==> config.mk <==
export PLATFORM = sky130hd
export DESIGN_NAME = pc_fetch_controller_flat
export DESIGN_NICKNAME = d
export VERILOG_FILES = /design/src/rtl/pc_fetch_controller_pkg.sv /design/src/rtl/pc_fetch_controller_if.sv /design/src/rtl/pc_fetch_controller_perf_counter.sv /design/src/rtl/pc_fetch_controller.sv /design/src/flat_wrapper.sv
export SDC_FILE = /design/constraint.sdc
export NUM_CORES = 1
export LEC_CHECK = 0
export CORE_ASPECT_RATIO = 0.9
export CORE_MARGIN = 3
export CORE_UTILIZATION = 44
export CTS_CLUSTER_DIAMETER = 100
export DETAILED_ROUTE_END_ITERATION = 16
export PLACE_DENSITY = 0.84
export SETUP_SLACK_MARGIN = 0.2
export SLEW_MARGIN = 20
export SYNTH_ARGS = -nofsm -noshare
export SYNTH_HDL_FRONTEND = slang
export SYNTH_HIERARCHICAL = 1
export SYNTH_SLANG_ARGS = --single-unit
==> constraint.sdc <==
create_clock -name CLK -period 1.9 [get_ports CLK]
set_input_delay 0.285 -clock CLK [delete_from_list [all_inputs] [get_ports CLK]]
set_output_delay 0.285 -clock CLK [all_outputs]
set_load 0.02 [all_outputs]
==> src/rtl/pc_fetch_controller_pkg.sv <==
// Shared types for the fetch-stage controller: address word and fetch FSM states.
package pc_fetch_controller_pkg;
   localparam int WORD_W = 32;
   typedef logic [WORD_W-1:0] word_t;
   typedef enum logic [1:0] {BOOT, FETCH, REDIR_WAIT, HALTED} fetch_state_t;
endpackage

==> src/rtl/pc_fetch_controller_if.sv <==
// Fetch controller signal bundle: hazard/imem inputs, PC/imem controls and counters.
interface pc_fetch_controller_if #(
   parameter int ADDR_W  = 32,
   parameter int COUNT_W = 32
);
   logic               ihit, stall, redirect, halt;
   logic [ADDR_W-1:0]  redirect_addr, load_addr;
   logic               imemREN, pc_en, pc_load, flush, fetch_valid, halted;
   logic [COUNT_W-1:0] fetch_count, stall_count;

   modport master (
      input  ihit, stall, redirect, redirect_addr, halt,
      output imemREN, pc_en, pc_load, load_addr, flush, fetch_valid, halted,
             fetch_count, stall_count
   );
   modport slave (
      output ihit, stall, redirect, redirect_addr, halt,
      input  imemREN, pc_en, pc_load, load_addr, flush, fetch_valid, halted,
             fetch_count, stall_count
   );
endinterface

==> src/rtl/pc_fetch_controller_perf_counter.sv <==
// Wrapping event counter; frz holds the value regardless of en.
module pc_fetch_controller_perf_counter #(
   parameter int W = 32
) (
   input  logic         CLK,
   input  logic         nRST,
   input  logic         en,
   input  logic         frz,
   output logic [W-1:0] count
);
   always_ff @(posedge CLK or negedge nRST) begin
      if (!nRST)            count <= '0;
      else if (en && !frz)  count <= count + W'(1);
   end
endmodule

==> src/rtl/pc_fetch_controller.sv <==
// Fetch-stage sequencer: gates PC advance, turns redirects into one-shot PC loads
// (deferred through REDIR_WAIT when the imem request is still outstanding), enforces halt.
module pc_fetch_controller
   import pc_fetch_controller_pkg::*;
#(
   parameter int ADDR_W      = WORD_W,
   parameter int COUNT_W     = 32,
   parameter int BOOT_CYCLES = 2
) (
   input  logic                  CLK,
   input  logic                  nRST,
   pc_fetch_controller_if.master fif
);
   localparam logic [3:0] BOOT_LAST = 4'(BOOT_CYCLES - 1);

   fetch_state_t      state, nstate;
   logic [3:0]        boot_cnt;
   logic [ADDR_W-1:0] pend_addr;
   logic              pend_we;
   logic              ren, pc_en, pc_load, flush, fv, stall_inc;
   logic [ADDR_W-1:0] load_addr;

   always_ff @(posedge CLK or negedge nRST) begin
      if (!nRST) begin
         state     <= BOOT;
         boot_cnt  <= '0;
         pend_addr <= '0;
      end else begin
         state <= nstate;
         if (state == BOOT) boot_cnt  <= boot_cnt + 4'd1;
         if (pend_we)       pend_addr <= fif.redirect_addr;
      end
   end

   always_comb begin
      nstate    = state;
      ren       = 1'b0;
      pc_en     = 1'b0;
      pc_load   = 1'b0;
      load_addr = '0;
      flush     = 1'b0;
      fv        = 1'b0;
      stall_inc = 1'b0;
      pend_we   = 1'b0;
      case (state)
         BOOT: begin
            if (fif.halt)                   nstate = HALTED;
            else if (boot_cnt == BOOT_LAST) nstate = FETCH;
         end
         FETCH: begin
            ren = 1'b1;
            if (fif.halt) begin
               flush  = 1'b1;
               nstate = HALTED;
            end else if (fif.redirect) begin
               flush = 1'b1;
               if (fif.ihit) begin
                  pc_en     = 1'b1;
                  pc_load   = 1'b1;
                  load_addr = fif.redirect_addr;
               end else begin
                  pend_we = 1'b1;
                  nstate  = REDIR_WAIT;
               end
            end else if (fif.ihit && !fif.stall) begin
               pc_en = 1'b1;
               fv    = 1'b1;
            end else begin
               stall_inc = 1'b1;
            end
         end
         REDIR_WAIT: begin
            // The in-flight request must complete; whatever it returns is discarded.
            ren = 1'b1;
            if (fif.halt) begin
               nstate = HALTED;
            end else begin
               pend_we = fif.redirect;
               if (fif.ihit) begin
                  pc_en     = 1'b1;
                  pc_load   = 1'b1;
                  load_addr = fif.redirect ? fif.redirect_addr : pend_addr;
                  flush     = 1'b1;
                  nstate    = FETCH;
               end
            end
         end
         default: ;
      endcase
   end

   assign fif.imemREN     = ren;
   assign fif.pc_en       = pc_en;
   assign fif.pc_load     = pc_load;
   assign fif.load_addr   = load_addr;
   assign fif.flush       = flush;
   assign fif.fetch_valid = fv;
   assign fif.halted      = (state == HALTED);

   pc_fetch_controller_perf_counter #(.W(COUNT_W)) u_fetch_cnt (
      .CLK(CLK), .nRST(nRST), .en(fv), .frz(state == HALTED), .count(fif.fetch_count)
   );
   pc_fetch_controller_perf_counter #(.W(COUNT_W)) u_stall_cnt (
      .CLK(CLK), .nRST(nRST), .en(stall_inc), .frz(state == HALTED), .count(fif.stall_count)
   );
endmodule

==> src/flat_wrapper.sv <==
// flat-port wrapper written by rule: the top's interface ports become plain ports
module pc_fetch_controller_flat import pc_fetch_controller_pkg::*;
#(
   parameter int ADDR_W      = WORD_W,
   parameter int COUNT_W     = 32,
   parameter int BOOT_CYCLES = 2
)
  (CLK, nRST, fif_ihit, fif_stall, fif_redirect, fif_redirect_addr, fif_halt, fif_imemREN, fif_pc_en, fif_pc_load, fif_load_addr, fif_flush, fif_fetch_valid, fif_halted, fif_fetch_count, fif_stall_count);
  pc_fetch_controller_if #(.ADDR_W(ADDR_W), .COUNT_W(COUNT_W)) fif_i ();
  input  logic CLK;
  input  logic nRST;
  input wire logic [$bits(fif_i.ihit)-1:0] fif_ihit;
  input wire logic [$bits(fif_i.stall)-1:0] fif_stall;
  input wire logic [$bits(fif_i.redirect)-1:0] fif_redirect;
  input wire logic [$bits(fif_i.redirect_addr)-1:0] fif_redirect_addr;
  input wire logic [$bits(fif_i.halt)-1:0] fif_halt;
  output wire logic [$bits(fif_i.imemREN)-1:0] fif_imemREN;
  output wire logic [$bits(fif_i.pc_en)-1:0] fif_pc_en;
  output wire logic [$bits(fif_i.pc_load)-1:0] fif_pc_load;
  output wire logic [$bits(fif_i.load_addr)-1:0] fif_load_addr;
  output wire logic [$bits(fif_i.flush)-1:0] fif_flush;
  output wire logic [$bits(fif_i.fetch_valid)-1:0] fif_fetch_valid;
  output wire logic [$bits(fif_i.halted)-1:0] fif_halted;
  output wire logic [$bits(fif_i.fetch_count)-1:0] fif_fetch_count;
  output wire logic [$bits(fif_i.stall_count)-1:0] fif_stall_count;
  assign fif_i.ihit = fif_ihit;
  assign fif_i.stall = fif_stall;
  assign fif_i.redirect = fif_redirect;
  assign fif_i.redirect_addr = fif_redirect_addr;
  assign fif_i.halt = fif_halt;
  assign fif_imemREN = fif_i.imemREN;
  assign fif_pc_en = fif_i.pc_en;
  assign fif_pc_load = fif_i.pc_load;
  assign fif_load_addr = fif_i.load_addr;
  assign fif_flush = fif_i.flush;
  assign fif_fetch_valid = fif_i.fetch_valid;
  assign fif_halted = fif_i.halted;
  assign fif_fetch_count = fif_i.fetch_count;
  assign fif_stall_count = fif_i.stall_count;
  pc_fetch_controller #(.ADDR_W(ADDR_W), .COUNT_W(COUNT_W), .BOOT_CYCLES(BOOT_CYCLES)) u_core (.CLK(CLK), .nRST(nRST), .fif(fif_i));
endmodule
# Yosys cells after proc, flatten, opt, wreduce, memory -nomap -nowiden
# Cells that the tools add are included.
# totals
register_bits	102
latchBits	0
ramBits	0
romBits	0
output_inout_bits	102
wordCells	65
memories	0
# classes
n_addsub	3
mul	0
div_mod_pow	0
magnitude_cmp	0
eq_ne	8
n_shift	0
muxes	40
n_bitwise	0
n_reduce_logical	9
# op_table
operator	n
32-bit 2-to-1 mux	6
32-bit by 1-bit adder with 32-bit output (second input constant)	2
32-bit case mux with 2 select lines	1
1-bit 2-to-1 mux	21
2-bit 2-to-1 mux	7
3-bit inequality test (second input constant)	4
1-bit case mux with 2 select lines	4
2-bit case mux with 3 select lines	1
5-bit AND reduction	1
4-bit by 1-bit adder with 4-bit output (second input constant)	1
2-bit equality test (second input constant)	2
4-bit by 1-bit equality test with 1-bit output (second input constant)	1
1-bit logical AND	3
3-bit nonzero test	1
2-bit by 1-bit equality test with 1-bit output (second input constant)	1
1-bit zero test	2
2-bit zero test	1
2-bit OR reduction	1

# Depth between registers and ports, before layout
# Gate-level depths: netlist (run 1).
# depth
depth_word	7
ltp_mapped	8
ltp_nobuf	8

# By module
# The synthesis (run 1) kept the hierarchy.
# modules_own_cells
module	instances	cells_each	area_per_inst_um2	seq_area_each_um2
pc_fetch_controller	1	190	2269.7	950.9
pc_fetch_controller_perf_counter at u_core.u_fetch_cnt	1	126	1452.6	800.8
pc_fetch_controller_perf_counter at u_core.u_stall_cnt	1	117	1440.1	800.8

# Worst setup path before layout (run 1)
# OpenSTA, ideal clock, no wires.
# synth_timing
path_type	register to register
start	reg u_core.state[1]
end	reg u_core.u_fetch_cnt.count[29]
arrival_time_ns	2.676
required_ns	1.771
path_slack_ns	-0.905
stages_incl_launch_ff	9
path_buffers	0
synth_period_minus_slack_ns	2.805
cell_sequence	dfrtp_1 inv_1 ha_1 nand2b_1 nor4_1 nand4b_1 nor4_2 nand4_1 xnor2_1
# synth_between
elab_chain_len	3
# synth_lines
element	line	source
from (decl)	pc_fetch_controller.sv:16	fetch_state_t state, nstate;
from (signal assigned)	pc_fetch_controller.sv:29	state <= nstate;
2-bit by 1-bit equality test with 1-bit output	pc_fetch_controller.sv:45	case (state)
1-bit 2-to-1 mux	pc_fetch_controller.sv:45	
via fif_fetch_valid	flat_wrapper.sv:22	output wire logic [$bits(fif_i.fetch_valid)-1:0] fif_fetch_valid;
1-bit logical AND	pc_fetch_controller_perf_counter.sv:13	else if (en && !frz) count <= count + W'(1);
to (signal assigned)	pc_fetch_controller_perf_counter.sv:13	
to (decl)	pc_fetch_controller_perf_counter.sv:9	output logic [W-1:0] count
# The timed path passes the listed nets, and every way through them passes these cells.
# A chain may end at the register's enable or synchronous reset.

# Final worst setup path (run 1)
# layout_timing
start	reg u_core.state[0]
end	out fif_load_addr[16]
# layout_between
elab_chain_len	2
# layout_lines
element	line	source
2-bit equality test / 2-bit by 1-bit equality test with 1-bit output (equally long branches)	pc_fetch_controller.sv:45	
32-bit case mux with 2 select lines *	pc_fetch_controller.sv:45	
to (decl)	flat_wrapper.sv:20	output wire logic [$bits(fif_i.load_addr)-1:0] fif_load_addr;
# Mark *: on every way between the ends. The rest lies on a longest branch, timed or not.

==> results of run 1 <==
-- how the worst max path moves through the flow --
stage                                from                            to  slack, ns
final                     u_core/state[0]             fif_load_addr[16]      -0.41
after global routing      u_core/state[0]  u_core/u_fetch_cnt/count[31]      -0.53
after CTS                 u_core/state[0]             fif_load_addr[30]      -0.38
after detailed placement         fif_ihit             fif_load_addr[22]      -0.63
after global placement           fif_ihit  u_core/u_stall_cnt/count[31]      -0.61
after floorplan           u_core/state[1]  u_core/u_fetch_cnt/count[17]      -0.24
-- critical path: cells and delay by family, from the launching register on --
family / cells / cell delay [ns]
flip-flops: 1 / 0.39
buffers and inverters: 4 / 0.47
AO/OA/AOI/OAI: 1 / 0.10
adder cells (fa/ha/maj): 1 / 0.20
AND/OR/NAND/NOR: 3 / 0.51
-- cell families (layout without fill, tap and decap cells) --
family                     Yosys count  after routing  share of synthesized area
AOI/OAI and AO/OA                   41             41                     0.0582
xor gates and xnor gates            65             65                      0.110
adders and majority gates            9              9                     0.0218
buffers and inverters               21            232                     0.0211
DFF                                102            102                      0.494
muxes                               37             37                      0.102
and+or+nand+nor                    158            158                      0.192
-- power by group through the flow --
stage	Sequential (mW)	Combinational (mW)	Clock, mW
after floorplan	2.92	1.36	0
after global placement	2.93	2.11	0
after detailed placement	2.94	2.21	0
after CTS	2.95	2.54	1.91
after global routing	3.03	2.86	2.03
final	2.97	2.71	1.91
-- cell type report --
class | instances | area [um^2] | share of cell area
repair buffers | 207 | 2200 | 0.272
flip-flops and latches | 102 | 2550 | 0.315
multi-input cells | 310 | 2810 | 0.347
well taps | 152 | 190 | 0.0235
clock buffers | 10 | 239 | 0.0295
clock inverters | 6 | 68.8 | 0.00850
inverters | 9 | 33.8 | 0.00417
-- layer usage --
metal	vias up	GRT usage	share of wire
li1	1976	-	-
met1	2104	0.281	0.43
met2	145	0.372	0.51
met3	22	0.0467	0.050
met4	0	0.0801	0.016
met5	-	0	0
-- registers in the layout, indices dropped and copies added (netlist names) --
register,cells
u_core/u_stall_cnt/count,32
u_core/u_fetch_cnt/count,32
u_core/boot_cnt,4
u_core/state,2
u_core/pend_addr,32
-- Yosys cell counts, drive strengths merged, types with 9 or more instances --
cell | number | area share
dfrtp | 102 | 0.49
xnor2 | 56 | 0.095
nor2b | 35 | 0.042
mux2 | 34 | 0.096
a22oi | 32 | 0.047
nand4 | 29 | 0.042
nand3 | 28 | 0.029
nand2 | 15 | 0.011
nor2 | 15 | 0.011
buf | 9 | 0.012
ha | 9 | 0.022
inv | 9 | 0.0065
xor2 | 9 | 0.015
-- timing repair --
item / CTS / global route
setup buffers: 16 / 4
pin swaps: 19 / 11
endpoints found under the setup margin: 155 / 162
cloned: 6 / 0
gates resized for setup: 274 / 36
==> results.sh, run 1 <==
export IMPL_status="complete, but fails checks"
export IMPL_failed_checks="hold timing, setup timing"
export IMPL_drc=0
export IMPL_syn_num_nets=480
export IMPL_cts_tree="done"
export IMPL_grt_max_degree=103
export IMPL_grt_pass1_vias=4459
export IMPL_drive_gt1_frac=0.368
export IMPL_critical_path_required_ns=1.62
export IMPL_critPathLaunchType="register"
export IMPL_antenna_left=0
export IMPL_timing_rr_end="u_core/u_fetch_cnt/count[31]"
export IMPL_vias_per_cell=5.34
export IMPL_fp_row_count=36
export IMPL_finalSetupViolCount=121
export IMPL_core_um2=11100
export IMPL_end_kind="output port"
export IMPL_root_buffer="clkbuf_16"
export IMPL_synth_edff_count=0
export IMPL_ys_types=40
export IMPL_netSwitchingPower_mw=2.31
export IMPL_hold_ws_ns=-0.0135
export IMPL_fin_util=0.728
export IMPL_path_class="register to output port"
export IMPL_cp_common_cell="buf_6"
export IMPL_numCtsBuffers=9
export IMPL_dieArea_um2=13100
export IMPL_fill_cells=733
export IMPL_p_leak_nw=4.13
export IMPL_grt_overflow_total=0
export IMPL_clock_latency_ns=0.34
export IMPL_clk_pin_slew_ns=0.07
export IMPL_power_density_nw_per_um2=937
export IMPL_layout_cells_non_filler=796
export IMPL_critPathSlowestCell="dfrtp_1"
export IMPL_clock_power_share=0.252
export IMPL_comb_power_share=0.356
export IMPL_post_drt_wl_per_cell_um=18.1
export IMPL_hold_buffers=0
export IMPL_syn_cell_area_um2=5160
export IMPL_place_area_um2=7220
export IMPL_clk_path_buf_depth=2
export IMPL_crit_chain="inv_2, ha_2, nand3b_1, nor2_4, buf_6, buf_16, a22oi_1, nor2b_2, buf_6"
export IMPL_place_congestion=0.838
export IMPL_final_cell_mix="dfrtp_1, buf_4, xnor2_1"
export IMPL_final_cell_area_um2=8100
export IMPL_synth_warnings=6
export IMPL_grtUsageTotal=0.220
export IMPL_ys_seq_area_frac=0.494
export IMPL_avgSynthCellArea_um2=11.9
export IMPL_htreeDepth=3
export IMPL_dp_cells=754
export IMPL_reg2reg_depth=11
export IMPL_diodes=0
export IMPL_nNetsFinal=686
export IMPL_grt_first_pass_wirelength_mm=22.9
export IMPL_hold_violations=6
export IMPL_ys_async_sr_fraction=1.00
export IMPL_clock_skew_ns=0.0116
export IMPL_rr_startpoint="u_core/state[1]"
export IMPL_die_w_um=120
export IMPL_firstDrtPassIters=4
export IMPL_dp_hpwl_mm=9.43
export IMPL_reg2reg_slack_ns=-0.39
export IMPL_ios=140
export IMPL_power_mw=7.59
export IMPL_tightest_slew_ns=0.563
export IMPL_fmax_mhz=434
export IMPL_worst_path_max_fanout=11
export IMPL_cts_sinks=102
export IMPL_vias=4247
export IMPL_rsz0062_at_grt="yes"
export IMPL_fin_crit_sh=1.21
export IMPL_switching_share=0.304
export IMPL_finalSetupTns_ns=-29.07
export IMPL_hold_class="input port to asynchronous set/reset pin"
export IMPL_place_ws_ns=-0.627
export IMPL_antenna_found_initial=0
export IMPL_finalCriticalPeriod_ns=2.31
export IMPL_pwr_share_seq=0.392
export IMPL_wl_mm=14.4
export IMPL_setup_ws_ns=-0.406
export IMPL_drt_iter0_drc=279
export IMPL_maxCapViolations=0
export IMPL_critPathMaxStageDelay_ns=0.39
export IMPL_port_buffers=139
export IMPL_synthFlopType="dfrtp_1"
export IMPL_synth_seq_cells=102
export IMPL_layout_commonest_cell="dfrtp_1"
export IMPL_arrival_ns=2.02
export IMPL_start_util=0.464
export IMPL_relSlewSlack=0.622
export IMPL_slew_viol_final=0
export IMPL_p_int_mw=5.28
export IMPL_synthCells=433
export IMPL_peakVddDrop_mv=0.730
export IMPL_area_growth_pct=56.9
export IMPL_fp_dieH_um=109
No activity file was read; power rests on OpenSTA's default activity.
==> inputs of run 2 (changes only) <==
--- a/config.mk
+++ b/config.mk
@@ -6,7 +6,7 @@
 export NUM_CORES = 1
 export LEC_CHECK = 0
 export CORE_ASPECT_RATIO = 0.9
-export CORE_MARGIN = 3
+export CORE_MARGIN = 8
 export CORE_UTILIZATION = 44
 export CTS_CLUSTER_DIAMETER = 100
 export DETAILED_ROUTE_END_ITERATION = 16
@@ -17,3 +17,4 @@
 export SYNTH_HDL_FRONTEND = slang
 export SYNTH_HIERARCHICAL = 1
 export SYNTH_SLANG_ARGS = --single-unit
+export TNS_END_PERCENT = 10
==> run 2 against run 1 <==
  * Cell area shrank 4.7%
  * The run ends with setup timing left
  * Critical path depth is the same
  * Sequential power is essentially flat
  * Non-clock buffer count shrank 11
  * Power shrank 5.6%
  * Clock-buffer cell count grew 3
  * Hold slack gained 0.47 ns
  * Clock skew shrank 0.0054 ns
  * Register-to-register slack gained 0.09 ns
  * First-iteration DRC count shrank 13%
  * Die area grew 18%
==> results.sh, run 2 (synthesized netlist as in run 1, its figures left out) <==
export IMPL_status="complete, but fails checks"
export IMPL_failed_checks="setup timing"
export IMPL_antenna_left=0
export IMPL_ios=140
export IMPL_dp_hpwl_mm=9.94
export IMPL_start_util=0.451
export IMPL_pwr_share_seq=0.413
export IMPL_worst_path_max_fanout=8
export IMPL_regArea_um2=2550
export IMPL_crit_chain="inv_2, ha_4, nand3b_1, nor2_4, buf_6, clkbuf_16, a22oi_1, nor2b_1, buf_4"
export IMPL_slew_viol_final=0
export IMPL_p_leak_nw=4.03
export IMPL_cp_top_family="buffers and inverters"
export IMPL_reg_top3="u_core/pend_addr x32, u_core/u_fetch_cnt/count x32, u_core/u_stall_cnt/count x32"
export IMPL_port_buffers=139
export IMPL_die_w_um=130
export IMPL_layout_commonest_cell="dfrtp_1"
export IMPL_cts_sinks=102
export IMPL_netSwitchingPower_mw=2.11
export IMPL_reg2reg_depth=11
export IMPL_numCtsBuffers=9
export IMPL_clock_power_share=0.261
export IMPL_fmax_mhz=438
export IMPL_area_growth_pct=49.6
export IMPL_clk_path_buf_depth=2
export IMPL_diodes=0
export IMPL_core_um2=11400
export IMPL_setup_ws_ns=-0.383
export IMPL_clock_latency_ns=0.35
export IMPL_clock_skew_ns=0.00629
export IMPL_critical_path_required_ns=1.62
export IMPL_hold_violations=0
export IMPL_grt_overflow_total=0
export IMPL_end_kind="output port"
export IMPL_power_density_nw_per_um2=928
export IMPL_grtUsageTotal=0.178
export IMPL_drc=0
export IMPL_place_congestion=0.810
export IMPL_power_mw=7.16
export IMPL_htreeDepth=3
export IMPL_rsz0062_at_grt="yes"
export IMPL_root_buffer="clkbuf_16"
export IMPL_cts_tree="done"
export IMPL_critPathMaxStageDelay_ns=0.39
export IMPL_hold_class="input port to asynchronous set/reset pin"
export IMPL_critPathLaunchType="register"
export IMPL_fp_row_count=37
export IMPL_timing_rr_end="u_core/u_fetch_cnt/count[21]"
export IMPL_path_buf_inv=4
export IMPL_switching_share=0.294
export IMPL_crit_cells=9
export IMPL_final_cell_mix="dfrtp_1, buf_4, xnor2_1"
export IMPL_grt_first_pass_wirelength_mm=22.1
export IMPL_vias=4124
export IMPL_fill_cells=883
export IMPL_drt_iter0_drc=243
export IMPL_grt_max_degree=39
export IMPL_p_int_mw=5.05
export IMPL_finalCriticalPeriod_ns=2.28
export IMPL_grt_pass1_vias=4387
export IMPL_multiInputGateArea_um2=2680
export IMPL_arrival_ns=2.00
export IMPL_relSlewSlack=0.627
export IMPL_post_drt_wl_per_cell_um=18.0
export IMPL_tightest_slew_ns=0.558
export IMPL_firstDrtPassIters=4
export IMPL_comb_power_share=0.327
export IMPL_maxCapViolations=0
export IMPL_drive_gt1_frac=0.283
export IMPL_antenna_found_initial=0
export IMPL_peakVddDrop_mv=0.663
export IMPL_rr_startpoint="u_core/state[1]"
export IMPL_finalSetupTns_ns=-24.93
export IMPL_fin_crit_sh=1.20
export IMPL_vias_per_cell=5.23
export IMPL_finalSetupViolCount=125
export IMPL_nNetsFinal=675
export IMPL_dieArea_um2=15500
export IMPL_reg2reg_slack_ns=-0.30
export IMPL_clk_pin_slew_ns=0.06
export IMPL_wl_mm=14.2
export IMPL_fp_dieH_um=119
export IMPL_critPathSlowestCell="dfrtp_1"
export IMPL_path_class="register to output port"
## run 2: changes by cell type in the layout (fill, tap and decap cells not counted), sizes merged
cell and delta:
buf -16, clkbuf +5, clkdlybuf4s15 +1, clkdlybuf4s50 -8, clkinv -1, dlygate4sd2 +7
dlygate4sd3 +1, dlymetal6s2s +2, inv -2
## run 2: through the flow
step                      setup slack (ns)   util  cells  hold slack, ns  area (um^2)
after floorplan                     -0.243      -    433         -0.0106         5210
after detailed placement            -0.621  0.625    761           0.292         7150
after global placement              -0.574  0.625    761           0.284         7150
after CTS                           -0.352  0.651    782           0.456         7450
final                               -0.383  0.675    789           0.456         7720
after global routing                -0.453  0.675    789           0.485         7720
## run 2: final cells by class
type,count,area share
Multi-Input combinational cell,310,0.347
Sequential cell,102,0.331
Timing Repair Buffer,196,0.254
Clock buffer,13,0.0337
Tap cell,156,0.0253
Clock inverter,3,0.00551
Inverter,9,0.00438
## run 2: worst reg2reg max path: cells and delay by family, from the launching register on
kind                       cells  cell delay (ns)
xor gates and xnor gates       1             0.16
adders and majority gates      1             0.16
buffers and inverters          4             0.60
DFF                            1             0.43
and+or+nand+nor                5             0.72
## run 2: repair_timing
item                                    in CTS  in global routing
gates cloned                                 1                  2
gates resized for setup                    220                 55
buffers inserted                             3                  5
hold buffers                                 1                  0
pin swaps                                   18                 26
endpoints found under the setup margin     160                162
hold endpoints to repair                    36                  0
## run 2: worst max path at each step
stage | start | end | slack [ns]
after floorplan | u_core/state[1] | u_core/u_fetch_cnt/count[17] | -0.24
after global placement | fif_ihit | u_core/u_stall_cnt/count[31] | -0.57
after detailed placement | fif_ihit | fif_load_addr[17] | -0.62
after CTS | u_core/state[0] | fif_load_addr[17] | -0.35
after global routing | u_core/state[1] | u_core/u_stall_cnt/count[31] | -0.45
final | u_core/state[0] | fif_load_addr[22] | -0.38
## run 2: power by group through the flow
stage               Combinational (mW)  Sequential [mW]  Clock (mW)
detailed placement                2.20             2.94           0
global route                      2.50             3.00        2.00
global placement                  2.11             2.92           0
CTS                               2.21             2.93        1.92
finish                            2.34             2.96        1.87
floorplan                         1.28             2.92           0
## run 2: layer usage
metal  GRT usage  part of all wire  vias up
met2       0.301              0.51      123
met4      0.0370             0.012        0
li1            -                 -     1938
met3      0.0697             0.075       15
met5           0                 0        -
met1       0.208              0.40     2048
